[config.mk]
export PLATFORM = sky130hd
export DESIGN_NAME = smvm_result_tx_flat
export DESIGN_NICKNAME = d
export VERILOG_FILES = /design/src/rtl/smvm_result_tx_pkg.sv /design/src/rtl/smvm_result_tx_if.sv /design/src/rtl/smvm_result_tx_fifo.sv /design/src/rtl/smvm_result_tx.sv /design/src/flat_wrapper.sv
export SDC_FILE = /design/constraint.sdc
export NUM_CORES = 1
export LEC_CHECK = 0
export BUFFER_PORTS_ARGS = -buffer_cell sky130_fd_sc_hd__buf_2
export CORE_ASPECT_RATIO = 0.6
export CORE_MARGIN = 8
export CORE_UTILIZATION = 30
export CTS_CLUSTER_SIZE = 25
export DETAILED_ROUTE_END_ITERATION = 7
export SLEW_MARGIN = 25
export SYNTH_ARGS = -nofsm -noshare
export SYNTH_HDL_FRONTEND = slang
export SYNTH_SLANG_ARGS = --single-unit
[constraint.sdc]
create_clock -name clk -period 8.8 [get_ports clk]
set_input_delay 1.76 -clock clk [delete_from_list [all_inputs] [get_ports clk]]
set_output_delay 1.76 -clock clk [all_outputs]
set_load 0.05 [all_outputs]
[src/rtl/smvm_result_tx_pkg.sv]
// Shared types and helpers for the SMVM result transmit path.
//   SMVM_RESULT_W / SMVM_WORD_W : result and stream word widths
//   tx_state_e                  : transmit FSM encoding
//   result_entry_t              : FIFO entry {eop, data}
//   bswap32 / result_word       : word slicing and link byte order
package smvm_pkg;

  localparam int unsigned SMVM_RESULT_W = 76;
  localparam int unsigned SMVM_WORD_W   = 32;
  localparam int unsigned WIDX_W        = 2;

  typedef enum logic {
    ST_IDLE = 1'b0,
    ST_SEND = 1'b1
  } tx_state_e;

  typedef struct packed {
    logic                     eop;
    logic [SMVM_RESULT_W-1:0] data;
  } result_entry_t;

  // Reverse byte order of a 32-bit word (link is big-endian).
  function automatic logic [SMVM_WORD_W-1:0] bswap32(input logic [SMVM_WORD_W-1:0] w);
    bswap32 = {w[7:0], w[15:8], w[23:16], w[31:24]};
  endfunction

  // Select stream word idx of a result; word 2 carries the sign-extended top bits.
  function automatic logic [SMVM_WORD_W-1:0] result_word(input logic [SMVM_RESULT_W-1:0] d,
                                                         input logic [WIDX_W-1:0]        idx);
    logic [SMVM_WORD_W-1:0] w;
    case (idx)
      2'd0:    w = d[31:0];
      2'd1:    w = d[63:32];
      default: w = {{20{d[75]}}, d[75:64]};
    endcase
    result_word = w;
  endfunction

endpackage

[src/rtl/smvm_result_tx_if.sv]
// AXI-Stream send channel toward the PS send FIFO.
//   tdata/tkeep/tlast/tvalid : driven by the master (transmitter)
//   tready                   : driven by the slave (PS FIFO)
interface smvm_result_tx_if;

  logic [smvm_pkg::SMVM_WORD_W-1:0] tdata;
  logic [3:0]                       tkeep;
  logic                             tlast;
  logic                             tvalid;
  logic                             tready;

  modport master (
    output tdata, tkeep, tlast, tvalid,
    input  tready
  );

  modport slave (
    input  tdata, tkeep, tlast, tvalid,
    output tready
  );

endinterface

[src/rtl/smvm_result_tx_fifo.sv]
// Single-clock first-word-fall-through FIFO for buffered results.
//   push_i/din_i   : write side (caller guarantees not full unless popping)
//   pop_i/dout_o   : read side, dout_o shows the head while not empty
//   count_o        : registered occupancy
//   full_o/empty_o : derived from pointers carrying an extra wrap bit
module smvm_result_fifo #(
  parameter int unsigned WIDTH = 77,
  parameter int unsigned DEPTH = 16
) (
  input  logic                       clk,
  input  logic                       rst_n,
  input  logic                       push_i,
  input  logic                       pop_i,
  input  logic [WIDTH-1:0]           din_i,
  output logic [WIDTH-1:0]           dout_o,
  output logic [$clog2(DEPTH):0]     count_o,
  output logic                       full_o,
  output logic                       empty_o
);

  localparam int unsigned AW    = $clog2(DEPTH);
  localparam int unsigned PTR_W = AW + 1;
  localparam int unsigned CNT_W = AW + 1;

  logic [WIDTH-1:0] mem_q [DEPTH];
  logic [PTR_W-1:0] wr_ptr_q, wr_ptr_d;
  logic [PTR_W-1:0] rd_ptr_q, rd_ptr_d;
  logic [CNT_W-1:0] count_q, count_d;

  // Storage array, no reset needed.
  always_ff @(posedge clk) begin
    if (push_i) begin
      mem_q[wr_ptr_q[AW-1:0]] <= din_i;
    end
  end

  // Pointer and occupancy next-state.
  always_comb begin
    wr_ptr_d = wr_ptr_q;
    rd_ptr_d = rd_ptr_q;
    count_d  = count_q;
    if (push_i) wr_ptr_d = wr_ptr_q + PTR_W'(1);
    if (pop_i)  rd_ptr_d = rd_ptr_q + PTR_W'(1);
    case ({push_i, pop_i})
      2'b10:   count_d = count_q + CNT_W'(1);
      2'b01:   count_d = count_q - CNT_W'(1);
      default: count_d = count_q;
    endcase
  end

  always_ff @(posedge clk or negedge rst_n) begin
    if (!rst_n) begin
      wr_ptr_q <= '0;
      rd_ptr_q <= '0;
      count_q  <= '0;
    end else begin
      wr_ptr_q <= wr_ptr_d;
      rd_ptr_q <= rd_ptr_d;
      count_q  <= count_d;
    end
  end

  assign dout_o  = mem_q[rd_ptr_q[AW-1:0]];
  assign count_o = count_q;
  assign empty_o = (wr_ptr_q == rd_ptr_q);
  // Same slot index with differing wrap bits means the writer lapped the reader.
  assign full_o  = (wr_ptr_q[AW] != rd_ptr_q[AW]) && (wr_ptr_q[AW-1:0] == rd_ptr_q[AW-1:0]);

endmodule

[src/rtl/smvm_result_tx.sv]
// Transmit side of the SMVM PS/PL link: buffers 76-bit results and
// serialises each into OUT_WORDS 32-bit AXI-Stream words.
//   clk, rst_n                  : clock, async active-low reset
//   valid_i/eop_i/data_i        : SMVM result beats (no backpressure)
//   axi_send_fifo_almost_full_0 : downstream almost-full, checked per result
//   S_AXIS_Send                 : stream master toward the PS send FIFO
//   overflow_o                  : sticky, a result was dropped
//   fifo_count_o                : registered FIFO occupancy
module smvm_result_tx
  import smvm_pkg::*;
#(
  parameter int unsigned FIFO_DEPTH = 16,
  parameter int unsigned OUT_WORDS  = 3,
  parameter bit          BYTE_SWAP  = 1'b1
) (
  input  logic                          clk,
  input  logic                          rst_n,
  input  logic                          valid_i,
  input  logic                          eop_i,
  input  logic [SMVM_RESULT_W-1:0]      data_i,
  input  logic                          axi_send_fifo_almost_full_0,
  smvm_result_tx_if.master              S_AXIS_Send,
  output logic                          overflow_o,
  output logic [$clog2(FIFO_DEPTH):0]   fifo_count_o
);

  localparam int unsigned      ENTRY_W  = $bits(result_entry_t);
  localparam logic [WIDX_W-1:0] LAST_IDX = WIDX_W'(OUT_WORDS - 1);

  tx_state_e              state_q, state_d;
  logic [WIDX_W-1:0]      widx_q, widx_d;
  result_entry_t          ent_q, ent_d;
  logic                   overflow_q, overflow_d;
  logic [SMVM_WORD_W-1:0] tdata_q, tdata_d;
  logic [3:0]             tkeep_q, tkeep_d;
  logic                   tlast_q, tlast_d;
  logic                   tvalid_q, tvalid_d;

  result_entry_t          fifo_din;
  result_entry_t          fifo_head;
  logic                   fifo_push;
  logic                   fifo_pop;
  logic                   fifo_full;
  logic                   fifo_empty;
  logic                   start_ok;
  logic [SMVM_WORD_W-1:0] word_raw;

  assign fifo_din  = '{eop: eop_i, data: data_i};
  // A full FIFO still accepts when the FSM drains an entry in the same cycle.
  assign fifo_push = valid_i && (!fifo_full || fifo_pop);
  assign start_ok  = !fifo_empty && !axi_send_fifo_almost_full_0;

  smvm_result_fifo #(
    .WIDTH (ENTRY_W),
    .DEPTH (FIFO_DEPTH)
  ) u_fifo (
    .clk     (clk),
    .rst_n   (rst_n),
    .push_i  (fifo_push),
    .pop_i   (fifo_pop),
    .din_i   (fifo_din),
    .dout_o  (fifo_head),
    .count_o (fifo_count_o),
    .full_o  (fifo_full),
    .empty_o (fifo_empty)
  );

  // Next-state, pop decision and next registered stream outputs.
  always_comb begin
    state_d    = state_q;
    widx_d     = widx_q;
    ent_d      = ent_q;
    fifo_pop   = 1'b0;
    overflow_d = overflow_q | (valid_i & ~fifo_push);

    case (state_q)
      ST_IDLE: begin
        if (start_ok) begin
          fifo_pop = 1'b1;
          ent_d    = fifo_head;
          widx_d   = '0;
          state_d  = ST_SEND;
        end
      end
      ST_SEND: begin
        if (S_AXIS_Send.tready) begin
          if (widx_q == LAST_IDX) begin
            widx_d = '0;
            // Result boundary: chain the next entry without a bubble if allowed.
            if (start_ok) begin
              fifo_pop = 1'b1;
              ent_d    = fifo_head;
            end else begin
              state_d = ST_IDLE;
            end
          end else begin
            widx_d = widx_q + WIDX_W'(1);
          end
        end
      end
      default: begin
        state_d = ST_IDLE;
        widx_d  = '0;
      end
    endcase

    // Outputs are computed from next-state so they leave flops directly.
    tvalid_d = (state_d == ST_SEND);
    word_raw = result_word(ent_d.data, widx_d);
    tdata_d  = '0;
    if (tvalid_d) tdata_d = BYTE_SWAP ? bswap32(word_raw) : word_raw;
    tkeep_d  = tvalid_d ? 4'hF : 4'h0;
    tlast_d  = tvalid_d && ent_d.eop && (widx_d == LAST_IDX);
  end

  always_ff @(posedge clk or negedge rst_n) begin
    if (!rst_n) begin
      state_q    <= ST_IDLE;
      widx_q     <= '0;
      ent_q      <= '0;
      overflow_q <= 1'b0;
      tdata_q    <= '0;
      tkeep_q    <= '0;
      tlast_q    <= 1'b0;
      tvalid_q   <= 1'b0;
    end else begin
      state_q    <= state_d;
      widx_q     <= widx_d;
      ent_q      <= ent_d;
      overflow_q <= overflow_d;
      tdata_q    <= tdata_d;
      tkeep_q    <= tkeep_d;
      tlast_q    <= tlast_d;
      tvalid_q   <= tvalid_d;
    end
  end

  assign S_AXIS_Send.tdata  = tdata_q;
  assign S_AXIS_Send.tkeep  = tkeep_q;
  assign S_AXIS_Send.tlast  = tlast_q;
  assign S_AXIS_Send.tvalid = tvalid_q;
  assign overflow_o         = overflow_q;

endmodule
[src/flat_wrapper.sv]
// flat-port wrapper written by rule: the top's interface ports become plain ports
module smvm_result_tx_flat import smvm_pkg::*;
#(
  parameter int unsigned FIFO_DEPTH = 16,
  parameter int unsigned OUT_WORDS  = 3,
  parameter bit          BYTE_SWAP  = 1'b1
)
  (clk, rst_n, valid_i, eop_i, data_i, axi_send_fifo_almost_full_0, overflow_o, fifo_count_o, S_AXIS_Send_tdata, S_AXIS_Send_tkeep, S_AXIS_Send_tlast, S_AXIS_Send_tvalid, S_AXIS_Send_tready);
  smvm_result_tx_if S_AXIS_Send_i ();
  input  logic clk;
  input  logic rst_n;
  input  logic valid_i;
  input  logic eop_i;
  input  logic [SMVM_RESULT_W-1:0] data_i;
  input  logic axi_send_fifo_almost_full_0;
  output logic overflow_o;
  output logic [$clog2(FIFO_DEPTH):0] fifo_count_o;
  output wire logic [$bits(S_AXIS_Send_i.tdata)-1:0] S_AXIS_Send_tdata;
  output wire logic [$bits(S_AXIS_Send_i.tkeep)-1:0] S_AXIS_Send_tkeep;
  output wire logic [$bits(S_AXIS_Send_i.tlast)-1:0] S_AXIS_Send_tlast;
  output wire logic [$bits(S_AXIS_Send_i.tvalid)-1:0] S_AXIS_Send_tvalid;
  input wire logic [$bits(S_AXIS_Send_i.tready)-1:0] S_AXIS_Send_tready;
  assign S_AXIS_Send_tdata = S_AXIS_Send_i.tdata;
  assign S_AXIS_Send_tkeep = S_AXIS_Send_i.tkeep;
  assign S_AXIS_Send_tlast = S_AXIS_Send_i.tlast;
  assign S_AXIS_Send_tvalid = S_AXIS_Send_i.tvalid;
  assign S_AXIS_Send_i.tready = S_AXIS_Send_tready;
  smvm_result_tx #(.FIFO_DEPTH(FIFO_DEPTH), .OUT_WORDS(OUT_WORDS), .BYTE_SWAP(BYTE_SWAP)) u_core (.clk(clk), .rst_n(rst_n), .valid_i(valid_i), .eop_i(eop_i), .data_i(data_i), .axi_send_fifo_almost_full_0(axi_send_fifo_almost_full_0), .S_AXIS_Send(S_AXIS_Send_i), .overflow_o(overflow_o), .fifo_count_o(fifo_count_o));
endmodule
==> flow_summary_export.csv <==
group,metric,value,unit
finish,layout-drive-gt1-share,28.1,%
clock_tree,cts.path.max_buffers,3,
floorplan,ios,126,
floorplan,die-width,552,um
clock_tree,path_clk_slew,0.07,ns
clock_tree,cts_hold_buf,0,
yosys,synth-simple-area-share,1.70,%
clock_tree,cts_tree,"yes",
grt,grt_use_total,13.3,%
timing,final-hold-violation-count,0,
floorplan,core_area,172000,sq um
yosys,synthAdderAreaFrac,0.232,%
yosys,synth-xor-area-share,0.305,%
yosys,syn-cell-area,51700,sq um
yosys,synth_cell_types,50,
clock_tree,clock_sinks,1361,
critical_path,max_stage_delay,0.69,ns
critical_path,required,9.14,ns
grt,grt_pass1_vias,23854,
route,dr.pass1.iters,7,
yosys,synthTopCellsByArea,"edfxtp_1 (72%), mux4_2 (16%), dfrtp_1 (6.2%)",
place,gp_congestion,0.758,
timing,tns,0,ns
timing,setup_viol,0,
finish,design_area,58800,sq um
route,drc,0,
yosys,syn_inst,2313,
critical_path,critical_path.startpoint_type,"input pin",
grt,grt_pass1_wl,180,mm
yosys,ys_ff_latch,1361,
floorplan,dieArea,186000,sq um
critical_path,path_class,"in -> reg",
yosys,yosysWarnings,0,
yosys,syn_nets,2404,
floorplan,die_y,337,um
floorplan,initial_utilization,30.1,%
route,avgViaCountPerCell,4.93,
outcome,status,"finished, final reports clean",
yosys,yosysTopAreaCellShare,71.6,%
grt,grt_max_degree,146,
clock_tree,cts-root-buf,"clkbuf_16",
timing,finClkSkew,0.0206,ns
yosys,yosysTopAreaCell,"edfxtp_1",
critical_path,crit_fanout,38,
critical_path,cpMostUsedCell,"buf_4",
timing,timing.final.crit_share,54.7,%
yosys,synth-seq-area-share,77.9,%
timing,worst_pin_slew,1.08,ns
timing,rsz0062_at_grt,"no",
yosys,avgSynthCellArea,22.3,sq um
clock_tree,cts_resized,0,
route,vias,24000,
grt,gr-total-overflow,0,
critical_path,cp_slowest_cell,"buf_4",
clock_tree,htreeDepth,3,
clock_tree,postCtsSetupRepairBufs,0,
finish,fin_nets,2570,
route,final_antenna_net_count,0,
timing,slew_headroom,28.2,%
finish,final_util,34.2,%
route,post_drt_wl_per_cell,25.7,um
finish,synthToLayoutAreaGrowth,13.8,%
clock_tree,clk_latency,0.73,ns
critical_path,crit_chain,"buf_2 -> nand3b_1 -> a21oi_1 -> o31a_1 -> nand2_1 -> nor2_4 -> buf_4 -> buf_4",
place,dpl_cell_area,55200,sq um
timing,min_period,4.82,ns
timing,max_freq,0.208,GHz
clock_tree,numCtsBuffers,113,
yosys,synth_top_family_by_area,"multiplexers",
place,io_buffers,125,
critical_path,arrival,5.16,ns
route,drtIter0Drc,2698,
yosys,synth_compound_area_share,1.76,%
route,drt_wl_total,125,mm
timing,slew_violations,0,
power,finalPower,18.7,mW
flow_run,maxCapViolCount,0,
yosys,synth.mux.area_fraction,16.8,%
floorplan,rows,118,
power,irDropWorstVdd,0.329,mV
power,p_leak,18.7,nW
hold_path,hold_path_class,"reg -> reg",
critical_path,end_kind,"register",
grt,antenna_found_initial,37,
power,power_density,318,nW/um^2
place,dp_hpwl,73.2,mm
[cell usage after synthesis, drive strengths merged]
cell and n:
ha 8, o2bb2ai 9, and3 6, or4 1, a41o 1, o22a 1
and4b 1, nand3b 1, a31oi 1, mux2 4, nand4 4, mux2i 60
dfrtp 129, buf 59, nor4 1, a21o 1, and2 2, nand4bb 1
edfxtp 1232, nand2b 4, a221oi 29, clkbuf 69, inv 37, mux4 356
xor2 6, o211ai 2, or3 2, o22ai 30, o31a 1, a311oi 3
o21ai 10, nor2 14, a311o 3, nor3 4, xnor2 12, a21oi 33
a21boi 2, nor2b 1, nand2 167, fa 1, or2 2, a21bo 1
o21a 2
[registers in the layout, indices dropped and copies added, names as in the netlist]
register and flops:
u_core.S_AXIS_Send.tlast 1, u_core.widx_q 2, u_core.S_AXIS_Send.tkeep 1, u_core.overflow_o 1, u_core.ent_q 77, u_core.u_fifo.mem_q 1232
u_core.u_fifo.count_o 5, u_core.u_fifo.rd_ptr_q 5, u_core.S_AXIS_Send.tdata 32, u_core.u_fifo.wr_ptr_q 5
[cell usage in the layout (no fill, tap or decap), types with 7 or more instances in the layout]
cell type and n:
dfrtp_1 125, clkinv_2 19, buf_12 8, clkbuf_16 113, o21ai_0 8, nor2_4 11, o2bb2ai_1 8, clkbuf_1 34
buf_2 124, buf_4 43, a21oi_1 33, inv_1 35, mux4_2 356, ha_1 8, nand2_1 166, xnor2_1 12
a221oi_1 29, mux2i_1 60, bufinv_16 7, edfxtp_1 1232, o22ai_1 30, clkinv_1 22, diode_2 11
[through the flow]
stage | setup WS [ns] | hold WS [ns] | std cells
after global placement | 3.42 | 0.447 | 4642
after floorplan | 0.278 | 0.432 | 2313
after global routing | 3.92 | 0.491 | 4855
after detailed placement | 3.33 | 0.452 | 4643
after CTS | 4.13 | 0.469 | 4852
final | 3.98 | 0.470 | 4864
[worst max-delay path: cells and delay by family]
family,cells,cell delay (ns)
buf+inv,3,1.44
simple gates,3,0.92
compound gates,2,0.99
[cell type report]
class / count / area (sq um)
clock inverters: 57 / 495
flip-flops and latches: 1361 / 40200
fillers: 16000 / 113000
inverters: 37 / 141
clock buffers: 152 / 3020
well taps: 2280 / 2850
multi-input cells: 787 / 10900
repair buffers: 179 / 1160
diodes: 11 / 27.5
[cell families after synthesis]
family,count (synthesis)
simple gates,211
buf+inv,165
fa+ha+maj,9
flops,1361
compound gates,129
mux,420
xor+xnor,18
[where the power goes]
group | switching [mW] | internal (mW)
clock network | 2.28 | 2.62
registers | 0.450 | 7.94
logic | 3.18 | 2.23
[final timing paths]
check / start / end / slack, ns / cells after the start
max: S_AXIS_Send_tready / u_core.u_fifo.mem_q[7][26] / 3.98 / 8
min: u_core.ent_q[36] / u_core.ent_q[36] / 0.47 / 2
max reg2reg: u_core.u_fifo.rd_ptr_q[3] / u_core.u_fifo.mem_q[7][26] / 4.22 / 7
min reg2reg: u_core.ent_q[36] / u_core.ent_q[36] / 0.47 / 2
max in group asynchronous: rst_n / u_core.u_fifo.rd_ptr_q[3] / 6.36 / 2
min in group asynchronous: rst_n / u_core.u_fifo.count_o[4] / 1.01 / 1
[routing by layer]
layer | vias up | track usage [%] | part of all wire, %
met1 | 12952 | 20.3 | 47
met5 | - | 0 | 0.038
met3 | 168 | 3.70 | 8.6
met4 | 8 | 2.32 | 1.5
met2 | 904 | 18.9 | 43
li1 | 9968 | - | -
No activity file was read; power rests on OpenSTA's default activity.
